<file path="config.mk">
export PLATFORM = sky130hd
export DESIGN_NAME = fetch_unit
export DESIGN_NICKNAME = d
export VERILOG_FILES = /design/src/rtl/fetch_unit.sv
export SDC_FILE = /design/constraint.sdc
export NUM_CORES = 1
export LEC_CHECK = 0
export ABC_AREA = 1
export BUFFER_PORTS_ARGS = -buffer_cell sky130_fd_sc_hd__buf_4
export CAP_MARGIN = 5
export CORE_ASPECT_RATIO = 1.25
export CORE_UTILIZATION = 33
export DETAILED_ROUTE_END_ITERATION = 8
export PLACE_DENSITY = 0.54
export RECOVER_POWER = 50
export SYNTH_ARGS = -nofsm -noshare
export SYNTH_HDL_FRONTEND = slang
export SYNTH_SLANG_ARGS = --single-unit
</file>
<file path="constraint.sdc">
create_clock -name clk -period 2.33 [get_ports clk]
set_input_delay 0.466 -clock clk [delete_from_list [all_inputs] [get_ports clk]]
set_output_delay 0.466 -clock clk [all_outputs]
set_load 0.005 [all_outputs]
</file>
<file path="src/rtl/fetch_unit.sv">
// Program-counter / instruction-register stage behind the control unit.
// It issues instruction and LDI-immediate reads to a variable-latency memory.
// `stall` holds the CU until the memory answers, or forever once a read times out.
// Optional feature: define FETCH_COUNT_EN to add the fetch_cnt output, which
// counts completed instruction fetches.
module fetch_unit #(
  parameter logic [15:0] RESET_PC = 16'h0000,
  parameter int unsigned TIMEOUT  = 15
) (
  input  logic        clk,
  input  logic        reset,
  input  logic        pc_ld,
  input  logic        pc_sel,
  input  logic        pc_inc,
  input  logic        ir_ld,
  input  logic [15:0] jmp_tgt,
  input  logic [15:0] mem_rdata,
  input  logic        mem_ack,
  output logic [15:0] mem_addr,
  output logic        mem_rd,
  output logic [15:0] ir,
  output logic [15:0] pc,
  output logic [15:0] imm,
  output logic        stall,
  output logic        fault
`ifdef FETCH_COUNT_EN
  ,
  output logic [15:0] fetch_cnt
`endif
);

  localparam logic [7:0] TimeoutCnt = 8'(TIMEOUT);

  typedef enum logic [1:0] {StIdle, StWaitIr, StWaitImm, StFault} state_e;

  state_e      state_q, state_d;
  logic [15:0] pc_q, pc_d;
  logic [15:0] ir_q, ir_d;
  logic [15:0] imm_q, imm_d;
  logic [15:0] addr_q, addr_d;
  logic        rd_q, rd_d;
  logic        inc_q, inc_d;   // pc_inc captured at request time
  logic [7:0]  cnt_q, cnt_d;

  // State and datapath registers, synchronous active-low reset
  always_ff @(posedge clk) begin
    if (!reset) begin
      state_q <= StIdle;
      pc_q    <= RESET_PC;
      ir_q    <= 16'h0000;
      imm_q   <= 16'h0000;
      addr_q  <= 16'h0000;
      rd_q    <= 1'b0;
      inc_q   <= 1'b0;
      cnt_q   <= 8'h00;
    end else begin
      state_q <= state_d;
      pc_q    <= pc_d;
      ir_q    <= ir_d;
      imm_q   <= imm_d;
      addr_q  <= addr_d;
      rd_q    <= rd_d;
      inc_q   <= inc_d;
      cnt_q   <= cnt_d;
    end
  end

  // Next-state, datapath updates and the stall handshake
  always_comb begin
    state_d = state_q;
    pc_d    = pc_q;
    ir_d    = ir_q;
    imm_d   = imm_q;
    addr_d  = addr_q;
    rd_d    = rd_q;
    inc_d   = inc_q;
    cnt_d   = cnt_q;
    stall   = 1'b0;
    case (state_q)
      StIdle: begin
        if (pc_ld) begin
          // Branch wins over any fetch request in the same cycle
          pc_d = pc_sel ? jmp_tgt : pc_q + {{8{ir_q[7]}}, ir_q[7:0]};
        end else if (ir_ld || pc_inc) begin
          addr_d  = pc_q;
          rd_d    = 1'b1;
          inc_d   = pc_inc;
          cnt_d   = 8'h00;
          state_d = ir_ld ? StWaitIr : StWaitImm;
          stall   = 1'b1;
        end
      end
      StWaitIr, StWaitImm: begin
        stall = ~mem_ack;
        if (mem_ack) begin
          if (state_q == StWaitIr) begin
            ir_d = mem_rdata;
          end else begin
            imm_d = mem_rdata;
          end
          if (inc_q) begin
            pc_d = pc_q + 16'd1;
          end
          rd_d    = 1'b0;
          cnt_d   = 8'h00;
          state_d = StIdle;
        end else begin
          cnt_d = cnt_q + 8'd1;
          if (cnt_q + 8'd1 == TimeoutCnt) begin
            rd_d    = 1'b0;
            state_d = StFault;
          end
        end
      end
      StFault: begin
        stall = 1'b1;
        rd_d  = 1'b0;
      end
      default: state_d = StIdle;
    endcase
  end

  assign mem_addr = addr_q;
  assign mem_rd   = rd_q;
  assign ir       = ir_q;
  assign pc       = pc_q;
  assign imm      = imm_q;
  assign fault    = (state_q == StFault);

`ifdef FETCH_COUNT_EN
  logic [15:0] fcnt_q;

  // Count completed instruction fetches; immediates are not counted
  always_ff @(posedge clk) begin
    if (!reset) begin
      fcnt_q <= 16'h0000;
    end else if (state_q == StWaitIr && mem_ack) begin
      fcnt_q <= fcnt_q + 16'd1;
    end
  end

  assign fetch_cnt = fcnt_q;
`endif

endmodule

</file>
==> results of run 1 <==
==> per-stage QoR <==
| stage | worst slack, ns | std cells | cell area, um2 |
|---|---|---|---|
| detailed placement | 0.270 | 926 | 5390 |
| floorplan | 0.572 | 659 | 4360 |
| global route | 0.0146 | 942 | 5660 |
| finish | 0.125 | 942 | 5660 |
| global placement | 0.283 | 926 | 5390 |
| CTS | 0.0736 | 942 | 5740 |
==> power groups by stage <==
stage	Clock [mW]	Sequential, mW	Combinational [mW]
final	1.64	1.96	3.09
after detailed placement	0	1.99	3.21
after floorplan	0	1.99	1.87
after global placement	0	1.98	3.20
after CTS	1.68	1.97	3.23
after global routing	1.73	2.00	3.51
==> final timing paths <==
check,cells after the start,from,to
worst max-delay path,7,state_q[0],stall
worst min-delay path,3,mem_rdata[15],imm[15]
worst max register to register,8,ir[7],pc[12]
worst min register to register,2,mem_rd,mem_rd
==> layout by cell type (no fill, tap or decap), drive strengths merged <==
cell type  instances
a31oi              4
o21bai             4
fa                 1
nor2             134
nor3               8
a21o               2
a21oi             57
bufinv             3
nand4              4
o21ai             83
clkinv             1
nand3             39
buf               54
ha                21
o211ai             1
or2                5
nand2            121
dfxtp             76
clkinvlp           1
xnor2              5
o21a               1
and2               2
clkbuf            76
xor2              10
nand3b             1
inv               60
==> registers in the layout, summed over array words and instances, names as in the netlist <==
name	cells
imm	16
ir	16
mem_addr	16
pc	16
cnt_q	8
state_q	2
inc_q	1
mem_rd	1
==> per-layer routing <==
metal	global-route usage, %	share of wire [%]	vias up
met2	38.1	51	98
met3	4.27	4.8	17
met1	23.4	43	2041
li1	-	-	2372
met4	7.29	1.7	0
met5	0	0	-
==> cells by family after synthesis <==
family | Yosys count | share of synthesized area (%)
compound gates | 152 | 18.1
buf+inv | 80 | 7.09
fa+ha+maj | 22 | 6.48
simple gates | 314 | 30.4
xor+xnor | 15 | 3.01
flops | 76 | 34.9
==> area by class of cell <==
type | count | area (um2)
fillers | 1376 | 7120
clock inverters | 7 | 123
inverters | 58 | 220
flip-flops and latches | 76 | 1520
well taps | 168 | 210
multi-input cells | 503 | 2530
repair buffers | 121 | 835
clock buffers | 9 | 225
==> worst max-delay path, stage by stage (launching register included) <==
cell,delay (ns)
dfxtp_1,0.37
inv_1,0.08
ha_1,0.39
inv_4,0.14
nor2_4,0.06
o21ai_0,0.14
nand2_1,0.08
buf_4,0.14
==> what timing repair did <==
item | 4_1_cts | 5_1_grt
gates cloned | 0 | 0
setup buffers | 0 | 0
setup endpoints to repair | 1 | 1
resized for setup | 1 | 2
==> flow_metrics.tcl, run 1 <==
set metrics [dict create \
    outcome "complete, no violations" \
    dp_hpwl_um 10600 \
    htreeDepth 3 \
    drive_gt1_share_pct 18.3 \
    crit_fanout 9 \
    grt_antenna_before_repair 0 \
    power_mw 6.69 \
    grt_pass1_vias 4320 \
    yosys_most_used_dff "dfxtp_1" \
    syn_area_um2 4360 \
    cp-start-kind "flip-flop" \
    yosysUniqueCellTypes 35 \
    hold_violations 0 \
    gp_congestion 0.862 \
    cellPowerDensity_nw_per_um2 1180 \
    core-area_um2 12800 \
    vias 4528 \
    synth_seq_cells 76 \
    cts.reportedPaths.clkPinSlew_ns 0.06 \
    synth_edf_count 0 \
    hold_ws_ns 0.359 \
    die_area_um2 13700 \
    post-route-period-util_pct 94.6 \
    p_int_mw 3.94 \
    grt_first_pass_wirelength_um 21900 \
    viasPerCell 4.81 \
    rsz0062_at_grt "false" \
    start_util_pct 34.1 \
    setup_viol 0 \
    yosysSeqAreaShare_pct 34.9 \
    finalWirelength_um 13700 \
    num_rows 46 \
    root_buffer "clkbuf_16" \
    p_clk_share_pct 24.5 \
    finClkSkew_ns 0.00874 \
    clockBufferDepth 2 \
    ant_nets 0 \
    die_w_um 105 \
    async_reset_ff_share_pct 0 \
    diodes 0 \
    netlist.area_leader.share_pct 34.9 \
    fmax_mhz 454 \
    yosys.area.top_type "dfxtp_1" \
    area_delta_synth_final_pct 29.8 \
    synth.most_common_cell "nor2_1" \
    gr-total-overflow 0 \
    p_leak_nw 2.61 \
    syn_area_per_cell_um2 6.62 \
    drtPass1Iterations 5 \
    period_minus_slack_ns 2.20 \
    syn_nets 720 \
    seqPwrFrac_pct 29.3 \
    grt_max_degree 36 \
    port_buffers 105 \
    cap_violations 0 \
    ys_top_cells_by_area "dfxtp_1 (35%), nor2_1 (11%), nand2_1 (10%)" \
    cp.arrival_ns 1.74 \
    ios 106 \
    tns_ns 0 \
    synth_warnings 0 \
    ys_top_cells_by_count "nor2_1 (128), nand2_1 (116), o21ai_0 (80)" \
    ir_worst_vdd_mv 0.595 \
    switchingPower_mw 2.75 \
    worst_slew_pin_slew_ns 0.606 \
    worstSetupPathType "reg2out" \
    hp-class "in2reg" \
    slew_headroom_pct 59.6 \
    drc_errors 0 \
    wl_per_cell_um 14.5 \
    cts_num_sinks 76 \
    synth_cells 659 \
    sw_frac_of_total_pct 41.1 \
    cts_buffers 9 \
    cts_tree "done" \
    grt_use_total_pct 20.5 \
    cp_data_required_time_ns 1.86 \
    r2r_setup_slack_ns 0.27 \
    combPwrFrac_pct 46.2 \
    utilization_pct 44.3 \
    maxSlewViolCount 0 \
    critPathCaptureType "output pin" \
    drtIter0Drc 202 \
    dieHeight_um 131 \
    clkLatencyLatePin_ns 0.34 \
    fin_nets 830 \
    ctsHoldBuffers 0 \
]
(Power assumes the default switching activity.)
==> run 2, diff against run 1 <==
REMOVE_ABC_BUFFERS = 1   (was default)
==> flow_metrics.tcl, run 2 (same netlist as run 1, synthesis figures left out) <==
set metrics [dict create \
    drc_errors 0 \
    worstSetupPathType "reg2out" \
    grt_first_pass_wirelength_um 21200 \
    drtPass1Iterations 6 \
    port_buffers 105 \
    cp-start-kind "flip-flop" \
    die_w_um 105 \
    die_area_um2 13700 \
    ant_nets 0 \
    cp.arrival_ns 1.75 \
    cts.reportedPaths.clkPinSlew_ns 0.06 \
    start_util_pct 34.1 \
    clockBufferDepth 2 \
    cts_setup_buffers 0 \
    cts_buffers 9 \
    post-route-period-util_pct 95.0 \
    rsz0062_at_grt "false" \
    p_leak_nw 2.58 \
    period_minus_slack_ns 2.21 \
    dp_hpwl_um 10200 \
    wl_per_cell_um 13.8 \
    vias 4575 \
    cts_tree "done" \
    hp-class "in2reg" \
    fin_nets 830 \
    outcome "complete, no violations" \
    final_cell_mix "nor2_1 (127), nand2_1 (116), o21ai_0 (80)" \
    ios 106 \
    cp_top_family "adder cells" \
    worst_slew_pin_slew_ns 0.531 \
    maxSlewViolCount 0 \
    root_buffer "clkbuf_16" \
    htreeDepth 3 \
    num_rows 46 \
    drtIter0Drc 153 \
    power_mw 6.42 \
    critPathBufInv 3 \
    grt_use_total_pct 19.6 \
    drive_gt1_share_pct 18.0 \
    final_common_cell "nor2_1" \
    max_stage_delay_ns 0.41 \
    finClkSkew_ns 0.00922 \
    gp_congestion 0.841 \
    diodes 0 \
    dieHeight_um 131 \
    gr-total-overflow 0 \
    core-area_um2 12800 \
    critical_path.cell_chain "inv_1 > ha_1 > inv_4 > nor2_2 > o21ai_0 > nand2_1 > buf_4" \
    grt_pass1_vias 4392 \
    grt_antenna_before_repair 0 \
    viasPerCell 4.86 \
    hold_ws_ns 0.359 \
    cap_violations 0 \
    hold_violations 0 \
    cp_data_required_time_ns 1.86 \
    area_delta_synth_final_pct 28.5 \
    fmax_mhz 452 \
    cts_num_sinks 76 \
    ir_worst_vdd_mv 0.476 \
    slew_headroom_pct 64.6 \
    grt_max_degree 35 \
    cellPowerDensity_nw_per_um2 1150 \
    crit_fanout 9 \
    fillers 1373 \
    setup_viol 0 \
    crit_slowest_cell "ha_1" \
    critPathCaptureType "output pin" \
    finalWirelength_um 13000 \
    clkLatencyLatePin_ns 0.34 \
]
[run 2: routing by layer]
| metal | up-vias | track usage, % | part of all wire (%) |
|---|---|---|---|
| met5 | - | 0 | 0 |
| met4 | 0 | 8.12 | 2.3 |
| met3 | 21 | 5.11 | 6.0 |
| met2 | 130 | 34.6 | 49 |
| met1 | 2036 | 22.7 | 43 |
| li1 | 2388 | - | - |
[run 2: per-stage QoR]
stage               std cells  util, %  cell area [um2]  TNS [ns]  setup WS (ns)
floorplan                 637        -             4270    -0.927         -0.142
global placement          926     42.2             5390         0          0.319
detailed placement        926     42.2             5390         0          0.283
CTS                       942     44.5             5690         0         0.0181
global route              942     43.9             5600         0         0.0102
finish                    942     43.9             5600         0          0.117
[run 2: final cells by class]
class	instances	area, um2	area share, %
multi-input combinational	503	2520	45.0
sequential	76	1520	27.1
timing repair buffer	121	827	14.8
clock buffer	11	243	4.33
inverter	58	220	3.93
tap	168	210	3.75
clock inverter	5	60.1	1.07
[run 2: power by group]
group          leakage, nW  total (mW)  switching [mW]  internal (mW)
sequential           0.623        1.95           0.273           1.68
clock                0.146        1.42           0.555          0.863
combinational         1.81        3.05            1.86           1.19
total                 2.58        6.42            2.69           3.73
[run 2: worst min-delay path: cells and delay by family]
family / cells / cell delay, ns
and+or+nand+nor: 2 / 0.11
buffers and inverters: 1 / 0.08
[run 2: final timing paths]
check	startpoint	to	slack, ns	depth (start not counted)
max	state_q[0]	stall	0.12	7
min	mem_rdata[1]	imm[1]	0.36	3
max reg2reg	pc[0]	pc[8]	0.28	11
min reg2reg	mem_rd	mem_rd	0.46	2
[run 2: timing repair]
action / CTS / global route
endpoints found under the setup margin: 0 / 1
hold buffers: 0 / 0
resized for setup: 0 / 2
==> run 3, diff against run 2 <==
CTS_BUF_LIST = sky130_fd_sc_hd__clkbuf_8   (was default)
==> flow_metrics.tcl, run 3 (same netlist as run 1, synthesis figures left out) <==
set metrics [dict create \
    outcome "complete, no violations" \
    hold_violations 0 \
    worst_slew_pin_slew_ns 0.528 \
    placed_area_um2 5390 \
    setup_slack_ns 0.135 \
    start_util_pct 34.1 \
    cts_setup_buffers 0 \
    utilization_pct 43.1 \
    rsz0062_at_grt "false" \
    final_cell_mix "nor2_1 (127), nand2_1 (116), o21ai_0 (80)" \
    cts_num_sinks 76 \
    grt_pass1_vias 4369 \
    gp_congestion 0.841 \
    fin_area_um2 5510 \
    fillers 1386 \
    cellPowerDensity_nw_per_um2 1100 \
    cp_data_required_time_ns 1.86 \
    drtPass1Iterations 5 \
    post-route-period-util_pct 94.2 \
    diodes 0 \
    p_leak_nw 2.54 \
    port_buffers 105 \
    period_minus_slack_ns 2.19 \
    multi_input_area_um2 2520 \
    dp_hpwl_um 10200 \
    fmax_mhz 456 \
    root_buffer "clkbuf_8" \
    finalWirelength_um 12900 \
    htreeDepth 3 \
    ios 106 \
    maxSlewViolCount 0 \
    viasPerCell 4.88 \
    grt_use_total_pct 19.4 \
    die_area_um2 13700 \
    cts_tree "done" \
    cts.reportedPaths.clkPinSlew_ns 0.08 \
    worstSetupPathType "reg2out" \
    cts_buffers 9 \
    dieHeight_um 131 \
    vias 4600 \
    drc_errors 0 \
    area_delta_synth_final_pct 26.2 \
    grt_first_pass_wirelength_um 21100 \
    gr-total-overflow 0 \
    clkLatencyLatePin_ns 0.36 \
    clockBufferDepth 2 \
    drive_gt1_share_pct 18.1 \
    ctsHoldBuffers 0 \
    seq_area_um2 1520 \
    drtIter0Drc 171 \
    cp.arrival_ns 1.73 \
    ant_nets 0 \
    final_common_cell "nor2_1" \
    slew_headroom_pct 64.8 \
    die_w_um 105 \
    crit_fanout 9 \
    critPathCaptureType "output pin" \
    dp_slack_ns 0.283 \
    wl_per_cell_um 13.7 \
    grt_max_degree 35 \
    core-area_um2 12800 \
    num_rows 46 \
    hold_ws_ns 0.330 \
    cap_violations 0 \
    setup_viol 0 \
    ir_worst_vdd_mv 0.475 \
    grt_antenna_before_repair 0 \
    finClkSkew_ns 0.0151 \
    fin_nets 830 \
    hp-class "in2reg" \
    cp-start-kind "flip-flop" \
]
run 3: final cells by class:
class | instances | share of cell area (%)
clock buffers | 10 | 2.50
inverters | 58 | 4.00
flip-flops and latches | 76 | 27.6
repair buffers | 121 | 15.0
well taps | 168 | 3.82
multi-input cells | 503 | 45.9
clock inverters | 6 | 1.16
run 3: worst paths after layout:
path                              startpoint     end  slack (ns)  cells after the start
worst max-delay path              state_q[1]   stall        0.14                      7
worst min-delay path            mem_rdata[1]  imm[1]        0.33                      3
worst max register to register         pc[0]   pc[8]        0.29                     11
worst min register to register        mem_rd  mem_rd        0.46                      2
run 3: through the flow:
| step | power [mW] | instances | TNS (ns) |
|---|---|---|---|
| 6_report | 6.05 | 942 | 0 |
| 5_1_grt | 6.60 | 942 | 0 |
| 4_1_cts | 6.24 | 942 | 0 |
| 3_5_place_dp | 5.17 | 926 | 0 |
| 3_3_place_gp | 5.15 | 926 | 0 |
| 2_1_floorplan | 3.76 | 637 | -0.927 |
run 3: worst max-delay path, stage by stage, from the launching register on:
cell,delay (ns)
dfxtp_1,0.37
inv_1,0.08
ha_2,0.40
inv_4,0.08
nor2_2,0.17
o21ai_0,0.10
nand2_1,0.07
buf_4,0.10
run 3: report_power, final:
part	switching [mW]	internal (mW)
Sequential	0.270	1.68
Clock	0.514	0.524
Combinational	1.86	1.20
run 3: layer usage:
layer | wire length, um | up-vias | share of wire, % | GRT usage (%)
li1 | - | 2384 | - | -
met1 | 5530 | 2054 | 43 | 22.7
met2 | 6300 | 140 | 49 | 34.6
met3 | 789 | 22 | 6.1 | 4.46
met4 | 335 | 0 | 2.6 | 8.04
met5 | 0 | - | 0 | 0
run 3: repair_timing:
| action | in CTS | in global routing |
|---|---|---|
| setup endpoints to repair | 1 | 1 |
| gates resized for setup | 1 | 2 |
| cloned | 0 | 0 |
